[src/rtl/uart_mmio.sv]
// uart_mmio: memory-mapped UART with 16-entry TX/RX FIFOs, an 8N1 serializer,
// a 16x-oversampling deserializer and a programmable baud divisor.
// Optional feature macro: UART_LOOPBACK_EN (CTRL bit0 routes tx back into rx).
module uart_mmio #(
    parameter int unsigned FIFO_DEPTH = 16,
    parameter logic [15:0] DIV_RESET  = 16'd53
) (
    input  logic       clk,
    input  logic       Rst,
    input  logic       tx_wen,
    input  logic       rx_ren,
    input  logic [2:0] uart_addr,
    input  logic [7:0] uart_din,
    output logic [7:0] uart_dout,
    output logic       tx_full,
    output logic       rx_data_present,
    output logic       tx,
    input  logic       rx
);
    localparam int AW = $clog2(FIFO_DEPTH);
    localparam int CW = AW + 1;
    localparam logic [CW-1:0] FULL_CNT = CW'(FIFO_DEPTH);

    typedef enum logic [1:0] {S_IDLE, S_START, S_DATA, S_STOP} state_t;

    // Access decode; a write wins if both strobes ever assert together.
    logic wr_data, wr_div_lo, wr_div_hi, rd_data, rd_status;
    assign wr_data   = tx_wen && (uart_addr == 3'd0);
    assign wr_div_lo = tx_wen && (uart_addr == 3'd2);
    assign wr_div_hi = tx_wen && (uart_addr == 3'd3);
    assign rd_data   = rx_ren && !tx_wen && (uart_addr == 3'd0);
    assign rd_status = rx_ren && !tx_wen && (uart_addr == 3'd1);

    // ---------------- baud divisor and tick generator ----------------
    logic [15:0] div_q, div_d, cnt_q, cnt_d;
    logic        tick;
    assign tick = (cnt_q == div_q);

    // Divisor writes and tick counter next state; any divisor write restarts the count.
    always_comb begin
        div_d = div_q;
        if (wr_div_lo) div_d[7:0]  = uart_din;
        if (wr_div_hi) div_d[15:8] = uart_din;
        cnt_d = tick ? 16'd0 : cnt_q + 16'd1;
        if (wr_div_lo || wr_div_hi) cnt_d = 16'd0;
    end

    // Divisor and tick counter registers.
    always_ff @(posedge clk or negedge Rst) begin
        if (!Rst) begin
            div_q <= DIV_RESET;
            cnt_q <= 16'd0;
        end else begin
            div_q <= div_d;
            cnt_q <= cnt_d;
        end
    end

    // ---------------- TX FIFO ----------------
    logic [7:0]    tx_mem [FIFO_DEPTH];
    logic [AW-1:0] tx_wr_q, tx_rd_q;
    logic [CW-1:0] tx_cnt_q, tx_cnt_d;
    logic          tx_push, tx_pop, tx_empty;
    assign tx_full  = (tx_cnt_q == FULL_CNT);
    assign tx_empty = (tx_cnt_q == '0);
    assign tx_push  = wr_data && !tx_full;

    // TX occupancy next state.
    always_comb begin
        tx_cnt_d = tx_cnt_q;
        if (tx_push && !tx_pop)      tx_cnt_d = tx_cnt_q + CW'(1);
        else if (!tx_push && tx_pop) tx_cnt_d = tx_cnt_q - CW'(1);
    end

    // TX storage write port.
    always_ff @(posedge clk) begin
        if (tx_push) tx_mem[tx_wr_q] <= uart_din;
    end

    // TX pointers and count.
    always_ff @(posedge clk or negedge Rst) begin
        if (!Rst) begin
            tx_wr_q  <= '0;
            tx_rd_q  <= '0;
            tx_cnt_q <= '0;
        end else begin
            if (tx_push) tx_wr_q <= tx_wr_q + AW'(1);
            if (tx_pop)  tx_rd_q <= tx_rd_q + AW'(1);
            tx_cnt_q <= tx_cnt_d;
        end
    end

    // ---------------- TX serializer ----------------
    state_t     tx_state_q, tx_state_d;
    logic [7:0] tx_shift_q;
    logic [3:0] tx_tick_q;
    logic [2:0] tx_bit_q;
    logic       tx_line, tx_idle;

    // TX state register.
    always_ff @(posedge clk or negedge Rst) begin
        if (!Rst) tx_state_q <= S_IDLE;
        else      tx_state_q <= tx_state_d;
    end

    // TX next state: 16 ticks per bit, 8 data bits between start and stop.
    always_comb begin
        tx_state_d = tx_state_q;
        case (tx_state_q)
            S_IDLE:  if (!tx_empty) tx_state_d = S_START;
            S_START: if (tick && tx_tick_q == 4'd15) tx_state_d = S_DATA;
            S_DATA:  if (tick && tx_tick_q == 4'd15 && tx_bit_q == 3'd7) tx_state_d = S_STOP;
            S_STOP:  if (tick && tx_tick_q == 4'd15) tx_state_d = S_IDLE;
            default: tx_state_d = S_IDLE;
        endcase
    end

    // TX outputs: line level and FIFO pop.
    always_comb begin
        tx_line = 1'b1;
        tx_pop  = 1'b0;
        case (tx_state_q)
            S_IDLE:  tx_pop  = !tx_empty;
            S_START: tx_line = 1'b0;
            S_DATA:  tx_line = tx_shift_q[0];
            default: tx_line = 1'b1;
        endcase
    end

    // TX datapath: load on pop, count ticks, shift LSB first.
    always_ff @(posedge clk or negedge Rst) begin
        if (!Rst) begin
            tx_shift_q <= 8'h00;
            tx_tick_q  <= 4'd0;
            tx_bit_q   <= 3'd0;
        end else if (tx_state_q == S_IDLE) begin
            tx_tick_q <= 4'd0;
            tx_bit_q  <= 3'd0;
            if (!tx_empty) tx_shift_q <= tx_mem[tx_rd_q];
        end else if (tick) begin
            tx_tick_q <= tx_tick_q + 4'd1;
            if (tx_state_q == S_DATA && tx_tick_q == 4'd15) begin
                tx_shift_q <= {1'b0, tx_shift_q[7:1]};
                tx_bit_q   <= tx_bit_q + 3'd1;
            end
        end
    end

    assign tx_idle = tx_empty && (tx_state_q == S_IDLE);

    // ---------------- loopback option ----------------
    logic       rx_src;
    logic [7:0] ctrl_rd;
`ifdef UART_LOOPBACK_EN
    logic loop_q;

    // CTRL loopback bit.
    always_ff @(posedge clk or negedge Rst) begin
        if (!Rst)                               loop_q <= 1'b0;
        else if (tx_wen && uart_addr == 3'd4)   loop_q <= uart_din[0];
    end

    assign rx_src  = loop_q ? tx_line : rx;
    assign tx      = loop_q ? 1'b1 : tx_line;
    assign ctrl_rd = {7'b0, loop_q};
`else
    assign rx_src  = rx;
    assign tx      = tx_line;
    assign ctrl_rd = 8'h00;
`endif

    // ---------------- RX deserializer ----------------
    logic [1:0] sync_q;
    logic       rx_prev_q, rx_s;
    state_t     rx_state_q, rx_state_d;
    logic [7:0] rx_shift_q;
    logic [3:0] rx_tick_q;
    logic [2:0] rx_bit_q;
    logic       rx_push, rx_ferr;
    assign rx_s = sync_q[1];

    // Two-flop synchronizer plus previous-sample register for edge detection.
    always_ff @(posedge clk or negedge Rst) begin
        if (!Rst) begin
            sync_q    <= 2'b11;
            rx_prev_q <= 1'b1;
        end else begin
            sync_q    <= {sync_q[0], rx_src};
            rx_prev_q <= rx_s;
        end
    end

    // RX state register.
    always_ff @(posedge clk or negedge Rst) begin
        if (!Rst) rx_state_q <= S_IDLE;
        else      rx_state_q <= rx_state_d;
    end

    // RX next state: mid-start check after 8 ticks, then one sample every 16.
    always_comb begin
        rx_state_d = rx_state_q;
        case (rx_state_q)
            S_IDLE:  if (rx_prev_q && !rx_s) rx_state_d = S_START;
            S_START: if (tick && rx_tick_q == 4'd7) rx_state_d = rx_s ? S_IDLE : S_DATA;
            S_DATA:  if (tick && rx_tick_q == 4'd15 && rx_bit_q == 3'd7) rx_state_d = S_STOP;
            S_STOP:  if (tick && rx_tick_q == 4'd15) rx_state_d = S_IDLE;
            default: rx_state_d = S_IDLE;
        endcase
    end

    // RX outputs: push on a good stop bit, frame error on a bad one.
    always_comb begin
        rx_push = 1'b0;
        rx_ferr = 1'b0;
        if (rx_state_q == S_STOP && tick && rx_tick_q == 4'd15) begin
            rx_push = rx_s;
            rx_ferr = !rx_s;
        end
    end

    // RX datapath: tick counting and LSB-first shift.
    always_ff @(posedge clk or negedge Rst) begin
        if (!Rst) begin
            rx_shift_q <= 8'h00;
            rx_tick_q  <= 4'd0;
            rx_bit_q   <= 3'd0;
        end else begin
            case (rx_state_q)
                S_IDLE: begin
                    rx_tick_q <= 4'd0;
                    rx_bit_q  <= 3'd0;
                end
                S_START: if (tick) rx_tick_q <= (rx_tick_q == 4'd7) ? 4'd0 : rx_tick_q + 4'd1;
                S_DATA: if (tick) begin
                    rx_tick_q <= rx_tick_q + 4'd1;
                    if (rx_tick_q == 4'd15) begin
                        rx_shift_q <= {rx_s, rx_shift_q[7:1]};
                        rx_bit_q   <= rx_bit_q + 3'd1;
                    end
                end
                default: if (tick) rx_tick_q <= rx_tick_q + 4'd1;
            endcase
        end
    end

    // ---------------- RX FIFO and sticky flags ----------------
    logic [7:0]    rx_mem [FIFO_DEPTH];
    logic [AW-1:0] rx_wr_q, rx_rd_q;
    logic [CW-1:0] rx_cnt_q, rx_cnt_d;
    logic          rx_full, rx_pop, rx_acc;
    logic          ovr_q, ovr_d, ferr_q, ferr_d;
    assign rx_full         = (rx_cnt_q == FULL_CNT);
    assign rx_data_present = (rx_cnt_q != '0);
    assign rx_pop          = rd_data && rx_data_present;
    // A full FIFO still accepts a byte when the head leaves in the same cycle.
    assign rx_acc          = rx_push && (!rx_full || rx_pop);

    // RX occupancy and sticky flag next state; new events beat a status-read clear.
    always_comb begin
        rx_cnt_d = rx_cnt_q;
        if (rx_acc && !rx_pop)      rx_cnt_d = rx_cnt_q + CW'(1);
        else if (!rx_acc && rx_pop) rx_cnt_d = rx_cnt_q - CW'(1);
        ovr_d  = rd_status ? 1'b0 : ovr_q;
        ferr_d = rd_status ? 1'b0 : ferr_q;
        if (rx_push && !rx_acc) ovr_d  = 1'b1;
        if (rx_ferr)            ferr_d = 1'b1;
    end

    // RX storage write port.
    always_ff @(posedge clk) begin
        if (rx_acc) rx_mem[rx_wr_q] <= rx_shift_q;
    end

    // RX pointers, count and sticky flags.
    always_ff @(posedge clk or negedge Rst) begin
        if (!Rst) begin
            rx_wr_q  <= '0;
            rx_rd_q  <= '0;
            rx_cnt_q <= '0;
            ovr_q    <= 1'b0;
            ferr_q   <= 1'b0;
        end else begin
            if (rx_acc) rx_wr_q <= rx_wr_q + AW'(1);
            if (rx_pop) rx_rd_q <= rx_rd_q + AW'(1);
            rx_cnt_q <= rx_cnt_d;
            ovr_q    <= ovr_d;
            ferr_q   <= ferr_d;
        end
    end

    // Combinational read mux so the access strobe cycle sees the data.
    always_comb begin
        uart_dout = 8'h00;
        case (uart_addr)
            3'd0:    if (rx_data_present) uart_dout = rx_mem[rx_rd_q];
            3'd1:    uart_dout = {3'b000, ferr_q, ovr_q, tx_idle, tx_full, rx_data_present};
            3'd2:    uart_dout = div_q[7:0];
            3'd3:    uart_dout = div_q[15:8];
            3'd4:    uart_dout = ctrl_rd;
            default: uart_dout = 8'h00;
        endcase
    end
endmodule

[config.mk]
export PLATFORM = sky130hd
export DESIGN_NAME = uart_mmio
export DESIGN_NICKNAME = d
export VERILOG_FILES = /design/src/rtl/uart_mmio.sv
export SDC_FILE = /design/constraint.sdc
export NUM_CORES = 1
export LEC_CHECK = 0
export ABC_AREA = 1
export ABC_CLOCK_PERIOD_IN_PS = 6450
export CORE_UTILIZATION = 40
export CTS_CLUSTER_DIAMETER = 150
export DETAILED_ROUTE_END_ITERATION = 16
export HOLD_SLACK_MARGIN = 0.12
export PLACE_DENSITY = 0.59
export SKIP_CTS_REPAIR_TIMING = 1
export SLEW_MARGIN = 20
export SYNTH_ARGS = -nofsm -noshare
export SYNTH_HDL_FRONTEND = slang
export SYNTH_SLANG_ARGS = --single-unit
[constraint.sdc]
create_clock -name clk -period 6.45 [get_ports clk]
set_clock_uncertainty 0.05 [all_clocks]
set_input_delay 1.29 -clock clk [delete_from_list [all_inputs] [get_ports clk]]
set_output_delay 1.29 -clock clk [all_outputs]
set_load 0.01 [all_outputs]
======== After elaboration in Yosys (flattened, before gate mapping) ========
Memories as Yosys holds them, arrays and structs flattened.
Cells that the tools add are included.
word-level totals
  output and inout port bits .............. 11
  memories ................................ 2
  register bits after elaboration ......... 97
  bits in writable memories ............... 256
operators by class
  reduce and logical (&&, ||, !) cells .... 55
  mux-type cells .......................... 46
  $add $sub $neg .......................... 13
  equality and inequality tests ........... 28
memory list
  memory  words  bits a word  read ports  clocked after memory_dff  wr ports  line  source
  rx_mem  16     8            1           0                         1         247   logic [7:0] rx_mem [FIFO_DEPTH];
  tx_mem  16     8            1           0                         1         60    logic [7:0] tx_mem [FIFO_DEPTH];
operators by type and width
  kind                                                                count
  8-bit 2-to-1 mux                                                    5
  16-bit 2-to-1 mux                                                   2
  8-bit case mux with 4 select lines                                  1
  4-bit by 1-bit adder with 4-bit output, second input constant       6
  1-bit logical AND                                                   24
  2-bit != test, second input constant                                11
  4-bit 2-to-1 mux                                                    5
  5-bit 2-to-1 mux                                                    4
  2-bit 2-to-1 mux                                                    9
  16-bit by 1-bit adder with 16-bit output, second input constant     1
  16-bit equality test                                                1
  2-bit case mux with 4 select lines                                  2
  2-bit nonzero test                                                  8
  3-bit 2-to-1 mux                                                    5
  5-bit by 1-bit adder with 5-bit output, second input constant       2
  5-bit equality test, second input constant                          2
  1-bit 2-to-1 mux                                                    10
  5-bit by 1-bit subtractor with 5-bit output, second input constant  2
  1-bit zero test                                                     9
  3-bit AND reduction                                                 3
  2-bit equality test, second input constant                          4
  4-bit equality test, second input constant                          2
  4-bit case mux with 2 select lines                                  1
  4-bit AND reduction                                                 2
  other kinds (14)                                                    21

======== Logic depth before layout (Yosys ltp) ========
Gate-level depths: netlist (run 1).
  depth after elaboration ................. 10
  depth in mapped cells ................... 21
  depth with buffers taken out ............ 20

======== Least setup slack after synthesis (run 1) ========
Ideal clock, no wire load.
  path type ............................... input port to flip-flop
  from .................................... input uart_addr[1]
  to ...................................... register rx_cnt_q[4]
  setup time .............................. 0.125 ns
  slack ................................... 2.882 ns
  cell stages on the path ................. 15
  path buffers ............................ 0
  required time ........................... 6.275 ns
  arrival time ............................ 3.393 ns
  cell sequence ........................... nor2_1 > nand2_1 > o211ai_1 > nand2_2 > inv_1 > ha_1 > inv_1 > ha_1 > nand2_1 > nor2_1 > a211oi_1 > nand2_1 > nand2_1 > nor2_1 > xor2_1
on the way
  cells in the longest elaborated chain, start to end .. 8
ends and longest elaborated chain
  item                                 line  source
  start, declared                      12    input logic [2:0] uart_addr,
  3-bit zero test (*)                  31    assign rd_data = rx_ren && !tx_wen && (uart_addr == 3'd0);
  1-bit logical AND (*)                31
  1-bit logical AND (*)                254   assign rx_pop = rd_data && rx_data_present;
  1-bit logical OR (*)                 256   assign rx_acc = rx_push && (!rx_full || rx_pop);
  1-bit logical AND (*)                256
  net rx_acc                           250   logic rx_full, rx_pop, rx_acc;
  1-bit zero test                      262   else if (!rx_acc && rx_pop) rx_cnt_d = rx_cnt_q - CW'(1);
  1-bit logical AND                    262
  2-bit nonzero test (no source line)  --
  end signal, assigned                 285   rx_cnt_q <= rx_cnt_d;
  end, declared                        249   logic [CW-1:0] rx_cnt_q, rx_cnt_d;
The timed path passes the listed nets; every way through them passes the cells marked *.
A chain may end at the register's enable or synchronous reset.

======== Final worst setup path (run 1) ========
  from .................................... input uart_addr[1]
  to ...................................... output uart_dout[3]
on the way
  cells in the longest elaborated chain, start to end .. 2
ends and longest elaborated chain
  item                                                                    line  source
  3-bit by 2-bit equality test with 1-bit output (tied with other cells)  294   case (uart_addr)
  8-bit case mux with 4 select lines (*)                                  294
  end, declared                                                           14    output logic [7:0] uart_dout,
Every way passes the cells marked *; elsewhere a longest branch is shown, timed or not.

==> flow_summary.yaml, run 1 <==
setup_path:
  cp-end-kind: "output port"
  cp_slowest_stage_delay_ps: 590
  worstPathRequired_ps: 5110
  startpoint_type: "input port"
  cp_num_buf_inv: 5
  crit_type: "input port to output port"
  cp_max_fo: 6
  crit_chain: "clkdlybuf4s50_1 -> inv_1 -> nor2_1 -> inv_1 -> nor2_1 -> inv_1 -> o2111ai_1 -> clkdlybuf4s50_1"
  cp_slowest_cell: "clkdlybuf4s50_1"
  crit_family: "buffers and inverters"
  cp_common_cell: "inv_1"
  cp.arrival_ps: 3630
clock_tree:
  clk_latency_ps: 540
  cts_tree: "yes"
  htreeDepth: 2
  root_buffer: "clkbuf_16"
  cts_buffer_depth: 3
  numCtsBuffers: 38
  clk_pin_slew_ps: 60
  cts_sinks: 353
placed_design:
  post-dp-hpwl_mm: 23.38
  port_buffers: 26
  post-place-cells: 1924
  place.gp.congestion: 0.8751
timing:
  max_freq_mhz: 201.4
  slew_headroom_pct: 27.63
  grt_setup_unrepaired: "no"
  slew_violations: 0
  period_minus_slack_ps: 4966
  worst_pin_slew_ps: 1077
  finalCritPeriodShare_pct: 76.99
  finalSetupViolCount: 0
  fin_tns_setup_ps: 0
  finalHoldViolCount: 0
synthesis:
  syn_nets: 1484
  ys_seq_area_share_pct: 65.64
  synth.distinct_cells: 47
  syn_avg_cell_area_um2: 10.74
  synth_cells: 1436
  syn_area_um2: 15420
  yosysWarnings: 0
  synth_seq_cells: 353
floorplanning:
  initial_core_util_pct: 40.76
  ioPinCount: 27
  die_h_um: 198.4
  die_w_um: 198.4
  core_um2: 37840
  die-area_um2: 39350
  rows: 71
detailed_routing:
  routed_wl_mm: 36.81
  route.detailed.drc: 0
  drt_iter0_drc: 711
  ant_nets: 0
  num_vias: 10409
  wl_per_cell_um: 18.50
  via_per_inst: 5.231
  drt-pass1-iter-count: 5
pwr:
  power_frac_comb_pct: 7.2
  p_leak_nw: 6.426
  p_switching_w: 0.001215
  internal-power_w: 0.003951
  p_seq_share_pct: 50.5
  powerDensity_nw_per_um2: 296.7
  finalPower_w: 0.005166
  ir_drop_mv: 0.1866
  power_frac_clock_pct: 42.2
  p_sw_share_pct: 23.53
job:
  max_cap_violations: 0
cells_and_area:
  final_cell_mix: "256 x nor2_1, 256 x edfxtp_1, 198 x nand2_1"
  syn2layout_area_growth_pct: 12.88
  n_antenna_cell: 0
  post-route-util_pct: 46.01
  nets: 1501
  final_cells: 1990
  drive_above_1_share_pct: 7.302
global_routing:
  grt_pass1_wl_mm: 57.23
  grt_pass1_vias: 9877
  antenna_found_initial: 0
  grt_max_degree: 68
  track_usage_pct: 19.25
  overflow: 0
min_path:
  hold_path_class: "flop to flop"
status:
  status: "finished clean"
[power groups by stage]
stage          clock, W  sequential, W  combinational (W)
5_1_grt         0.00231        0.00262           0.000426
4_1_cts         0.00222        0.00261           0.000378
2_1_floorplan         0        0.00262           0.000271
3_3_place_gp          0        0.00265           0.000360
6_report        0.00218        0.00261           0.000372
3_5_place_dp          0        0.00265           0.000376
[final cells by class]
class,instances,area (um2)
sequential,353,10130
clock buffer,48,1040
tap,511,639.4
multi-input combinational,917,4672
fill,3504,20430
timing repair buffer,36,332.8
clock inverter,18,193.9
inverter,107,402.9
[final timing paths]
kind                                              to            startpoint  cells past startpoint  slack, ps
min                              sync_q[1]$_DFF_PN1_   sync_q[0]$_DFF_PN1_                      0        320
max in group asynchronous     tx_rd_q[0]$_DFFE_PN0P_                   Rst                      2       4480
min reg2reg                      sync_q[1]$_DFF_PN1_   sync_q[0]$_DFF_PN1_                      0        320
max                                     uart_dout[3]          uart_addr[1]                      8       1480
max reg2reg                  rx_cnt_q[4]$_DFFE_PN0P_  div_q[9]$_DFFE_PN0P_                     20       2890
min in group asynchronous  tx_state_q[1]$_DFFE_PN0P_                   Rst                      1        800
[sequential cells by signal (all words and copies together), names as in the netlist, 5 cells and up, named ones only]
name        flops
tx_cnt_q        5
tx_shift_q      8
rx_shift_q      8
div_q          16
rx_mem        128
tx_mem        128
cnt_q          16
rx_cnt_q        5
[routing by layer]
layer | share of wire [%] | global-route usage, %
met4 | 2.8 | 6.115
met5 | 0 | 0
met1 | 44 | 26.17
met3 | 5.5 | 3.696
met2 | 47 | 30.99
[cells in the mapped netlist, drive strengths merged]
master | number | share of area [%]
a21oi | 21 | 0.68
or2 | 3 | 0.12
mux2 | 1 | 0.073
edfxtp | 256 | 50
a21o | 1 | 0.049
o31ai | 1 | 0.049
o311ai | 1 | 0.057
o21ai | 196 | 6.4
xnor2 | 4 | 0.23
mux2i | 1 | 0.065
nand2 | 201 | 5.0
nand3 | 69 | 2.2
nor3 | 20 | 0.68
or3 | 1 | 0.041
nand4 | 10 | 0.54
nor2 | 262 | 6.6
xor2 | 21 | 1.2
ha | 30 | 2.4
a211oi | 1 | 0.049
nor4 | 2 | 0.12
clkinv | 5 | 0.13
buf | 19 | 0.68
clkbuf | 40 | 0.97
and3 | 1 | 0.041
inv | 102 | 2.5
dfrtp | 90 | 15
a22oi | 3 | 0.15
fa | 2 | 0.26
o211ai | 54 | 2.6
o32ai | 1 | 0.057
o2111ai | 2 | 0.11
dfstp | 7 | 1.2
a31oi | 4 | 0.16
o22ai | 4 | 0.16
[metrics by stage]
stage	hold WS [ps]	worst slack (ps)	area, um2
5_1_grt	313.6	1449	17410
3_5_place_dp	296.8	1528	16150
3_3_place_gp	302.8	1549	16140
6_report	315.9	1484	17410
4_1_cts	310.9	1529	17390
2_1_floorplan	295.2	2882	15420
[kinds of logic after synthesis]
logic type | after synthesis | share of synthesized area (%)
flip-flops | 353 | 65.64
buffers and inverters | 166 | 4.267
AO/OA/AOI/OAI | 289 | 10.51
multiplexers | 2 | 0.1379
AND/OR/NAND/NOR | 569 | 15.33
adder cells (fa/ha/maj) | 32 | 2.693
XOR/XNOR | 25 | 1.420
[worst reg2reg max path, cell delays in order (launching register included)]
cell	delay (ps)
dfrtp_1	510
inv_1	120
nand2_1	70
nand2_1	50
nor2_1	90
nand2_1	70
nor2_2	240
nand4_2	210
nor2_4	170
nand2_2	230
inv_1	210
ha_1	260
inv_1	120
ha_1	340
nand2_1	80
nor2_1	40
a211oi_1	260
nand2_1	80
nand2_1	70
nor2_1	40
xor2_1	130
No activity file was read; power rests on OpenSTA's default activity.
==> run 2, diff against run 1 <==
--- a/config.mk
+++ b/config.mk
@@ -6,7 +6,7 @@
 export NUM_CORES = 1
 export LEC_CHECK = 0
 export ABC_AREA = 1
-export ABC_CLOCK_PERIOD_IN_PS = 6450
+export ABC_CLOCK_PERIOD_IN_PS = 5100
 export CORE_UTILIZATION = 40
 export CTS_CLUSTER_DIAMETER = 150
 export DETAILED_ROUTE_END_ITERATION = 16
==> constraint.sdc (replaced) <==
create_clock -name clk -period 5.1 [get_ports clk]
set_clock_uncertainty 0.05 [all_clocks]
set_input_delay 1.02 -clock clk [delete_from_list [all_inputs] [get_ports clk]]
set_output_delay 1.02 -clock clk [all_outputs]
set_load 0.01 [all_outputs]
==> run 2 against run 1 <==
Effect of this change:
- global-route usage fell by 0.16 points
- critical endpoint is now uart_dout[7]
- utilization rose by 0.34 points
- flip-flop and latch count did not move
- final cell count rose by 0.90%
- sequential power rose by 26%
- total power rose by 27%
- first-iteration DRC count rose by 7.9%
==> flow_summary.yaml, run 2 (same netlist as run 1, synthesis figures left out) <==
setup_path:
  startpoint_type: "input port"
  worstPathRequired_ps: 4030
  crit_type: "input port to output port"
  cp_max_fo: 6
  cp.arrival_ps: 3300
  cp-end-kind: "output port"
clock_tree:
  clk_pin_slew_ps: 60
  root_buffer: "clkbuf_16"
  cts_sinks: 353
  cts_tree: "yes"
  htreeDepth: 2
  numCtsBuffers: 39
  cts_buffer_depth: 3
  clk_latency_ps: 550
floorplanning:
  die_h_um: 198.4
  die_w_um: 198.4
  initial_core_util_pct: 40.76
  core_um2: 37840
  ioPinCount: 27
  rows: 71
  die-area_um2: 39350
timing:
  worst_pin_slew_ps: 973.8
  finalHoldViolCount: 0
  slew_violations: 0
  finalSetupViolCount: 0
  period_minus_slack_ps: 4373
  slew_headroom_pct: 35.08
  fin_hold_ws_ps: 312.5
  finalCritPeriodShare_pct: 85.74
  fin_tns_setup_ps: 0
  grt_setup_unrepaired: "no"
  max_freq_mhz: 228.7
cells_and_area:
  syn2layout_area_growth_pct: 13.73
  n_antenna_cell: 0
  post-route-util_pct: 46.35
  largest_registers: "rx_mem x128, tx_mem x128"
  final_cell_mix: "256 x nor2_1, 256 x edfxtp_1, 198 x nand2_1"
  final_cells: 2008
  fillers: 3560
  nets: 1514
  drive_above_1_share_pct: 7.749
pwr:
  finalPower_w: 0.006584
  powerDensity_nw_per_um2: 375.4
  p_leak_nw: 6.515
  power_frac_clock_pct: 42.8
  p_sw_share_pct: 23.45
  power_frac_comb_pct: 7.1
  p_seq_share_pct: 50.1
  internal-power_w: 0.005040
  ir_drop_mv: 0.2585
  p_switching_w: 0.001544
job:
  max_cap_violations: 0
global_routing:
  track_usage_pct: 19.09
  overflow: 0
  grt_max_degree: 71
  grt_pass1_vias: 9983
  antenna_found_initial: 0
  grt_pass1_wl_mm: 56.96
detailed_routing:
  via_per_inst: 5.163
  drt_iter0_drc: 767
  wl_per_cell_um: 18.22
  ant_nets: 0
  drt-pass1-iter-count: 5
  num_vias: 10367
  routed_wl_mm: 36.58
  route.detailed.drc: 0
placed_design:
  post-dp-hpwl_mm: 23.37
  place.gp.congestion: 0.8245
  port_buffers: 26
  post-place-cells: 1936
status:
  status: "finished clean"
min_path:
  hold_path_class: "flop to flop"
[run 2: changes by cell type in the layout (fill, tap and decap cells not counted), sizes merged]
cell,before,now
clkbuf,48,54
clkinvlp,1,0
buf,11,23
bufinv,4,3
clkinv,18,20
[run 2: power by group through the flow]
stage          combinational (W)  clock [W]  sequential, W
3_3_place_gp            0.000457          0        0.00335
2_1_floorplan           0.000343          0        0.00331
4_1_cts                 0.000470    0.00287        0.00330
5_1_grt                 0.000545    0.00297        0.00332
6_report                0.000464    0.00282        0.00330
3_5_place_dp            0.000469          0        0.00336
[run 2: path summary, 6_finish.rpt]
| check | from | end | slack (ps) | cells past startpoint |
|---|---|---|---|---|
| max in group asynchronous | Rst | rx_prev_q$_DFF_PN1_ | 3400 | 2 |
| min | sync_q[0]$_DFF_PN1_ | sync_q[1]$_DFF_PN1_ | 310 | 0 |
| max reg2reg | rx_cnt_q[0]$_DFFE_PN0P_ | rx_cnt_q[4]$_DFFE_PN0P_ | 1660 | 15 |
| min in group asynchronous | Rst | tx_bit_q[0]$_DFFE_PN0P_ | 580 | 1 |
| min reg2reg | sync_q[0]$_DFF_PN1_ | sync_q[1]$_DFF_PN1_ | 310 | 0 |
| max | uart_addr[1] | uart_dout[7] | 730 | 8 |
[run 2: worst max-delay path: stages]
cell             delay [ps]
clkdlybuf4s50_1         480
inv_1                    40
nor2_1                   90
inv_1                    70
nor2_1                  570
inv_1                   190
o211ai_1                260
clkdlybuf4s50_1         570
[run 2: area by class of cell]
type,instances,area [um2],share of cell area [%]
repair buffers,48,435.4,2.482
flip-flops and latches,353,10130,57.74
clock inverters,18,172.7,0.9844
clock buffers,54,1116,6.363
multi-input cells,917,4647,26.49
inverters,107,402.9,2.297
well taps,511,639.4,3.645
[run 2: metal layers]
| metal | up-vias | wire length [um] | track usage, % | part of all wire, % |
|---|---|---|---|---|
| met1 | 5057 | 16740 | 26.38 | 46 |
| met3 | 56 | 1869 | 2.964 | 5.1 |
| li1 | 5031 | - | - | - |
| met2 | 223 | 17110 | 30.80 | 47 |
| met4 | 0 | 862 | 6.087 | 2.4 |
| met5 | - | 0 | 0 | 0 |
[run 2: per-stage QoR]
step / area [um2] / worst slack [ps]
after global placement: 16230 / 748.4
after global routing: 17540 / 575.3
after detailed placement: 16250 / 708.0
after CTS: 17540 / 704.2
final: 17540 / 727.2
after floorplan: 15420 / 1802
